`config.mk`:
```
export PLATFORM = sky130hd
export DESIGN_NAME = cv32e40p_instr_aligner
export DESIGN_NICKNAME = d
export VERILOG_FILES = /design/src/rtl/cv32e40p_instr_aligner.sv
export SDC_FILE = /design/constraint.sdc
export NUM_CORES = 1
export LEC_CHECK = 0
export CORE_ASPECT_RATIO = 0.6
export CORE_MARGIN = 3
export CORE_UTILIZATION = 40
export CTS_CLUSTER_SIZE = 40
export DETAILED_ROUTE_END_ITERATION = 10
export PLACE_DENSITY = 0.84
export SYNTH_ARGS = -nofsm -noshare
export SYNTH_HDL_FRONTEND = slang
export SYNTH_SLANG_ARGS = --single-unit
```
`constraint.sdc`:
```
create_clock -name clk -period 3 [get_ports clk]
set_input_delay 0.9 -clock clk [delete_from_list [all_inputs] [get_ports clk]]
set_output_delay 0.9 -clock clk [all_outputs]
set_load 0.02 [all_outputs]
```
`src/rtl/cv32e40p_instr_aligner.sv`:
```
// Instruction aligner: turns word-aligned 32-bit fetch words into single RV32I/RV32C
// instructions with their PCs, including instructions that straddle two fetch words.
module cv32e40p_instr_aligner (
   input  logic        clk,
   input  logic        rst_n,
   input  logic        fetch_valid_i,
   output logic        fetch_ready_o,
   input  logic [31:0] fetch_rdata_i,
   output logic        instr_valid_o,
   input  logic        instr_ready_i,
   output logic [31:0] instr_aligned_o,
   output logic        instr_compressed_o,
   output logic [31:0] pc_o,
   input  logic        branch_i,
   input  logic [31:0] branch_addr_i,
   input  logic        hwlp_jump_i,
   input  logic [31:0] hwlp_target_i
);

   localparam logic [1:0] ALIGNED           = 2'd0;
   localparam logic [1:0] MISALIGNED32      = 2'd1;
   localparam logic [1:0] MISALIGNED16      = 2'd2;
   localparam logic [1:0] BRANCH_MISALIGNED = 2'd3;

   logic [1:0]  state_q, state_d;
   logic [31:0] pc_q, pc_d;
   logic [15:0] hword_q, hword_d;

   logic [15:0] rdata_lo, rdata_hi;
   logic        lo_is_c, hi_is_c;
   logic        redirect;
   logic [31:0] redirect_target;
   logic [31:0] pc_plus2, pc_plus4;

   assign rdata_lo        = fetch_rdata_i[15:0];
   assign rdata_hi        = fetch_rdata_i[31:16];
   assign lo_is_c         = (rdata_lo[1:0] != 2'b11);
   assign hi_is_c         = (rdata_hi[1:0] != 2'b11);
   assign redirect        = branch_i | hwlp_jump_i;
   assign redirect_target = branch_i ? branch_addr_i : hwlp_target_i;
   assign pc_plus2        = pc_q + 32'd2;
   assign pc_plus4        = pc_q + 32'd4;
   assign pc_o            = pc_q;

   always_comb begin
      // NOTE: every output and next-state signal gets a default first, so no path leaves one unassigned and infers a latch.
      state_d            = state_q;
      pc_d               = pc_q;
      hword_d            = hword_q;
      instr_valid_o      = 1'b0;
      fetch_ready_o      = 1'b0;
      instr_aligned_o    = fetch_rdata_i;
      instr_compressed_o = 1'b0;

      case (state_q)
         ALIGNED: begin
            instr_valid_o = fetch_valid_i;
            if (lo_is_c) begin
               instr_aligned_o    = {16'h0000, rdata_lo};
               instr_compressed_o = 1'b1;
               if (fetch_valid_i && instr_ready_i) begin
                  fetch_ready_o = 1'b1;
                  pc_d          = pc_plus2;
                  hword_d       = rdata_hi;
                  state_d       = hi_is_c ? MISALIGNED16 : MISALIGNED32;
               end
            end else begin
               instr_aligned_o = fetch_rdata_i;
               if (fetch_valid_i && instr_ready_i) begin
                  fetch_ready_o = 1'b1;
                  pc_d          = pc_plus4;
               end
            end
         end

         MISALIGNED32: begin
            instr_valid_o   = fetch_valid_i;
            instr_aligned_o = {rdata_lo, hword_q};
            if (fetch_valid_i && instr_ready_i) begin
               fetch_ready_o = 1'b1;
               pc_d          = pc_plus4;
               hword_d       = rdata_hi;
               state_d       = hi_is_c ? MISALIGNED16 : MISALIGNED32;
            end
         end

         MISALIGNED16: begin
            // The buffered half-word is a complete instruction; no fetch word is needed.
            instr_valid_o      = 1'b1;
            instr_aligned_o    = {16'h0000, hword_q};
            instr_compressed_o = 1'b1;
            if (instr_ready_i) begin
               pc_d    = pc_plus2;
               state_d = ALIGNED;
            end
         end

         BRANCH_MISALIGNED: begin
            if (fetch_valid_i) begin
               if (hi_is_c) begin
                  instr_valid_o      = 1'b1;
                  instr_aligned_o    = {16'h0000, rdata_hi};
                  instr_compressed_o = 1'b1;
                  if (instr_ready_i) begin
                     fetch_ready_o = 1'b1;
                     pc_d          = pc_plus2;
                     state_d       = ALIGNED;
                  end
               end else begin
                  // First half of a straddling target: swallow the word and wait for the rest.
                  fetch_ready_o = 1'b1;
                  hword_d       = rdata_hi;
                  state_d       = MISALIGNED32;
               end
            end
         end

         default: begin
            state_d = ALIGNED;
         end
      endcase

      if (redirect) begin
         instr_valid_o = 1'b0;
         fetch_ready_o = 1'b0;
         pc_d          = redirect_target;
         hword_d       = hword_q;
         state_d       = redirect_target[1] ? BRANCH_MISALIGNED : ALIGNED;
      end
   end

   always_ff @(posedge clk or negedge rst_n) begin
      if (!rst_n) begin
         state_q <= ALIGNED;
         pc_q    <= 32'h0000_0000;
         hword_q <= 16'h0000;
      end else begin
         // NOTE: sequential state uses non-blocking assignments so all flops update together at the edge.
         state_q <= state_d;
         pc_q    <= pc_d;
         hword_q <= hword_d;
      end
   end

   a_ready_implies_valid : assert property (@(posedge clk) disable iff (!rst_n)
      fetch_ready_o |-> fetch_valid_i);
   a_no_issue_on_redirect : assert property (@(posedge clk) disable iff (!rst_n)
      redirect |-> (!instr_valid_o && !fetch_ready_o));

endmodule

```
-- Word-level counts from Yosys, hierarchy flattened
Index checks and enable logic that the tools add are counted.
- add/subtract/negate cells: 2
- equal/unequal tests: 12
- reduce and logical (&&, ||, !) cells: 7
- bitwise gates (word level): 2
- muxes and demuxes: 39
- operators with widths (cell ; count):
    $mux 32 ; 11
    $pmux 32 s4 ; 2
    $mux 16 ; 4
    $pmux 16 s3 ; 1
    $add 32x2->32 const B ; 1
    $add 32x3->32 const B ; 1
    $mux 2 ; 8
    $ne 2x2->1 const B ; 5
    $mux 1 ; 9
    $ne 3x3->1 const B ; 3
    $pmux 2 s4 ; 1
    $pmux 1 s3 ; 2
    $reduce_and 5->1 ; 1
    $eq 2x2->1 const B ; 2
    $ne 4x4->1 const B ; 1
    $reduce_and 3->1 ; 1
    $reduce_bool 3->1 ; 1
    $eq 2x1->1 const B ; 1
    $logic_not 2->1 ; 1
    $pmux 1 s2 ; 1
    $reduce_and 2->1 ; 1
    $reduce_or 2->1 ; 1
    $logic_and 1x1->1 ; 1
    $not 1->1 ; 1
    $or 1x1->1 ; 1
- register bits: 50
- output and inout port bits: 67

-- Logic depth before layout (Yosys ltp)
- depth after elaboration: 6
- gate-level depth with buffers: 9
- gate-level depth less buffers: 6

-- Worst setup path before layout
Ideal clock, no wire load.
- kind: input port to output port
- start: input hwlp_jump_i
- end: output fetch_ready_o
- data arrival time: 2496 ps
- cell stages on the path: 3
- path buffers: 1
- path slack: -396 ps
- cell sequence: or2_2 -> clkbuf_1 -> a2111oi_0
- word-level cells in the longest chain between the ends: 2
- ends and longest elaborated chain (element ; RTL line ; text):
    start, declared ; 16 ; input logic hwlp_jump_i,
    $or 1x1->1 ; 39 ; assign redirect = branch_i | hwlp_jump_i;
    $mux 1 ; 123 ; if (redirect) begin
    end, declared ; 7 ; output logic fetch_ready_o,
Every way passes these cells.

-- Worst setup path after layout
- start: input fetch_rdata_i[17]
- end: output instr_aligned_o[24]
- word-level cells in the longest chain between the ends: 4
- ends and longest elaborated chain (element ; RTL line ; text):
    start, declared ; 8 ; input logic [31:0] fetch_rdata_i,
    $ne 2x2->1 ; 38 ; assign hi_is_c = (rdata_hi[1:0] != 2'b11);
    $mux 32 ; 100 ; if (hi_is_c) begin
    $mux 32 ; 99 ; if (fetch_valid_i) begin
    $pmux 32 s4 ; 55 ; case (state_q)
    end, declared ; 11 ; output logic [31:0] instr_aligned_o,
Every way passes these cells.

==> reports/metrics.cfg <==
[die]
io_pins=169
num_rows=27
initial_utilization=0.426
die_y_um=84.0
die_area_um2=11400
fp.dieW_um=136
core_um2=9530

[synthesis]
synthArstFlopShare=1.00
ys_seq_elements=50
syn-num-nets=586
seq_area_frac_synth=0.308
syn_area_um2=4060
ys.flop_type=dfrtp_1
avgSynthCellArea_um2=8.42
ys_warn_count=0
yosysUniqueCellTypes=68
synth_cells=482
synth_edf_count=0

[cts]
cts.sinks=50
clk_pin_slew_ns=0.07
clk_latency_ns=0.29
cts_root_buf=clkbuf_16
tritoncts=built
clk_path_buf_depth=2
cts_inserted_buffers=5
htreeDepth=2

[routing]
vias=5121
routedWlPerCell_um=20.9
ant_nets=0
drc=0
vias_per_cell=6.13
drtPass1Iterations=5
wirelength_um=17500
drt_iter0_markers=548

[timing]
report.final.slew_viol_count=0
fin_worst_skew_ns=0.00442
hold_viol_final=0
finalCriticalPeriod_ns=3.06
max_slew.worst_pin.slew_ns=0.657
hold_slack_ns=0.508
rsz0062_at_grt=true
fin_ws_ns=-0.0578
setup_viol_count_final=20
slew_headroom=0.562
fmax_mhz=327
min_period_over_period=1.02

[placed_design]
dp_hpwl_um=12600
dp_cells=820
placed_cell_area_um2=6350
portBuffers=168
routabilityCongestion=0.951

[layout]
diodes=0
nets=810
area_growth_pct=63.1
layout-drive-gt1-share=0.244
fin_util=0.695
stdcell_count=836
finalInstanceArea_um2=6620

[status]
violations=negative setup slack
status=finished with violations

[worst_setup_path]
crit_required_ns=2.10
path_class=primary input to output port
critPathArrivalTime_ns=2.16
endpoint_kind=output port
crit_path_max_fanout=8
crit_path_start_kind=primary input

[pwr]
power_mw=3.05
power.leakage_nw=2.76
power_density_nw_per_um2=461
vdd_drop_max_uv=265

[global_routing]
track_usage=0.288
antenna_found_initial=0
grt_pass1_wl_um=26400
first_global_vias=5030
grt_max_degree=58
overflow=0

[job]
cap_violations=0

[min_path]
hold_path_class=flip-flop to flip-flop

final cells by class:
type	count	area (um2)
timing repair buffer	249	2330
clock buffer	5	125
inverter	12	45.0
sequential	50	1250
clock inverter	2	10.0
fill	752	2910
tap	130	163
multi-input combinational	388	2700
worst max-delay path, stage by stage:
cell	delay [ns]
buf_8	0.10
a21boi_4	0.17
buf_6	0.15
buf_12	0.14
buf_6	0.11
o22ai_4	0.07
buf_6	0.16
a22o_1	0.21
buf_6	0.13
power breakdown:
part | switching (mW) | internal (mW)
Sequential | 0.177 | 0.815
Combinational | 0.764 | 0.733
Clock | 0.262 | 0.302
Total | 1.20 | 1.85
repair_timing:
item,4_1_cts,5_1_grt
endpoints found under the hold margin,0,0
gates resized for setup,205,25
endpoints found under the setup margin,35,32
setup buffers,4,2
hold buffers,0,0
pin swaps,9,8
gates cloned,2,2
path summary, 6_finish.rpt:
kind,to,slack (ns),cells past startpoint,from
worst max-delay path,instr_aligned_o[24],-0.06,9,fetch_rdata_i[17]
worst min register to register,hword_q[0],0.51,1,hword_q[0]
worst min-delay path,hword_q[0],0.51,1,hword_q[0]
max in group asynchronous,pc_o[14],1.71,2,rst_n
worst max register to register,pc_o[13],0.50,10,state_q[0]
min in group asynchronous,hword_q[7],0.63,1,rst_n
kinds of logic (layout without fill, tap and decap cells):
family	after synthesis	in the layout	share of synthesized area
compound gates	165	165	0.279
xor+xnor	8	8	0.0173
fa+ha+maj	3	3	0.00863
buf+inv	44	268	0.0444
flops	50	50	0.308
mux	50	50	0.129
simple gates	162	162	0.214
per-stage QoR:
step	worst slack, ns	TNS (ns)
global route	-0.0926	-1.69
CTS	-0.0800	-0.739
floorplan	0.0104	0
detailed placement	-0.906	-30.21
global placement	-0.880	-27.14
finish	-0.0578	-0.686
cell usage after synthesis (2+ instances only):
| cell type | instances | area share |
|---|---|---|
| xnor2_1 | 2 | 0.0043 |
| nor2_1 | 27 | 0.025 |
| a22o_1 | 18 | 0.039 |
| nand3b_1 | 3 | 0.0055 |
| clkbuf_1 | 21 | 0.019 |
| o21ai_0 | 32 | 0.039 |
| buf_4 | 3 | 0.0055 |
| nand4_1 | 14 | 0.022 |
| and2_1 | 4 | 0.0062 |
| o22ai_1 | 8 | 0.012 |
| nand2_1 | 45 | 0.042 |
| mux2i_1 | 33 | 0.081 |
| buf_1 | 5 | 0.0046 |
| a22oi_1 | 13 | 0.024 |
| buf_2 | 3 | 0.0037 |
| a222oi_1 | 3 | 0.0074 |
| mux2_2 | 17 | 0.047 |
| o211ai_1 | 14 | 0.026 |
| ha_1 | 2 | 0.0062 |
| nor4_2 | 2 | 0.0062 |
| nand2b_1 | 4 | 0.0062 |
| nand3_1 | 18 | 0.022 |
| o311ai_0 | 2 | 0.0043 |
| nor3_1 | 7 | 0.0086 |
| o21a_1 | 2 | 0.0037 |
| dfrtp_1 | 50 | 0.31 |
| or3_1 | 4 | 0.0062 |
| nor2b_1 | 12 | 0.018 |
| xor2_1 | 6 | 0.013 |
| a21oi_1 | 37 | 0.046 |
| a221o_1 | 2 | 0.0049 |
| nor4_1 | 3 | 0.0046 |
| and3_1 | 7 | 0.011 |
| o311ai_1 | 2 | 0.0043 |
| inv_1 | 12 | 0.011 |
| a211oi_1 | 8 | 0.015 |
| o31ai_1 | 3 | 0.0055 |
| a31oi_1 | 2 | 0.0031 |
| o21bai_1 | 2 | 0.0037 |
| a31o_2 | 2 | 0.0043 |
state kept, by name (all words and copies together), names as in the netlist:
register / flops
state_q: 2
pc_o: 32
hword_q: 16
per-layer routing:
| metal | up-vias | part of all wire | global-route usage |
|---|---|---|---|
| li1 | 2293 | - | - |
| met1 | 2454 | 0.42 | 0.410 |
| met5 | - | 0 | 0 |
| met2 | 334 | 0.44 | 0.441 |
| met3 | 40 | 0.12 | 0.0699 |
| met4 | 0 | 0.019 | 0.0695 |
layout by cell type, fill, tap and decap left out, types with 4 or more instances in the layout:
cell / instances
clkdlybuf4s50_1: 127
and2_1: 4
clkbuf_16: 7
buf_2: 13
o22ai_1: 6
o21ai_1: 14
nor2b_1: 12
nand2b_1: 4
a22o_1: 18
xor2_1: 6
nand4_1: 14
dfrtp_1: 48
nor3_1: 7
buf_4: 76
nand2_1: 45
o211ai_1: 14
buf_6: 21
nor2_1: 26
and3_1: 7
a22oi_1: 13
inv_1: 10
buf_12: 4
mux2i_1: 31
a211oi_1: 8
a21oi_1: 37
mux2_2: 17
nand3_1: 18
o21ai_0: 18
Note: power is estimated with default switching activity, not from simulation.
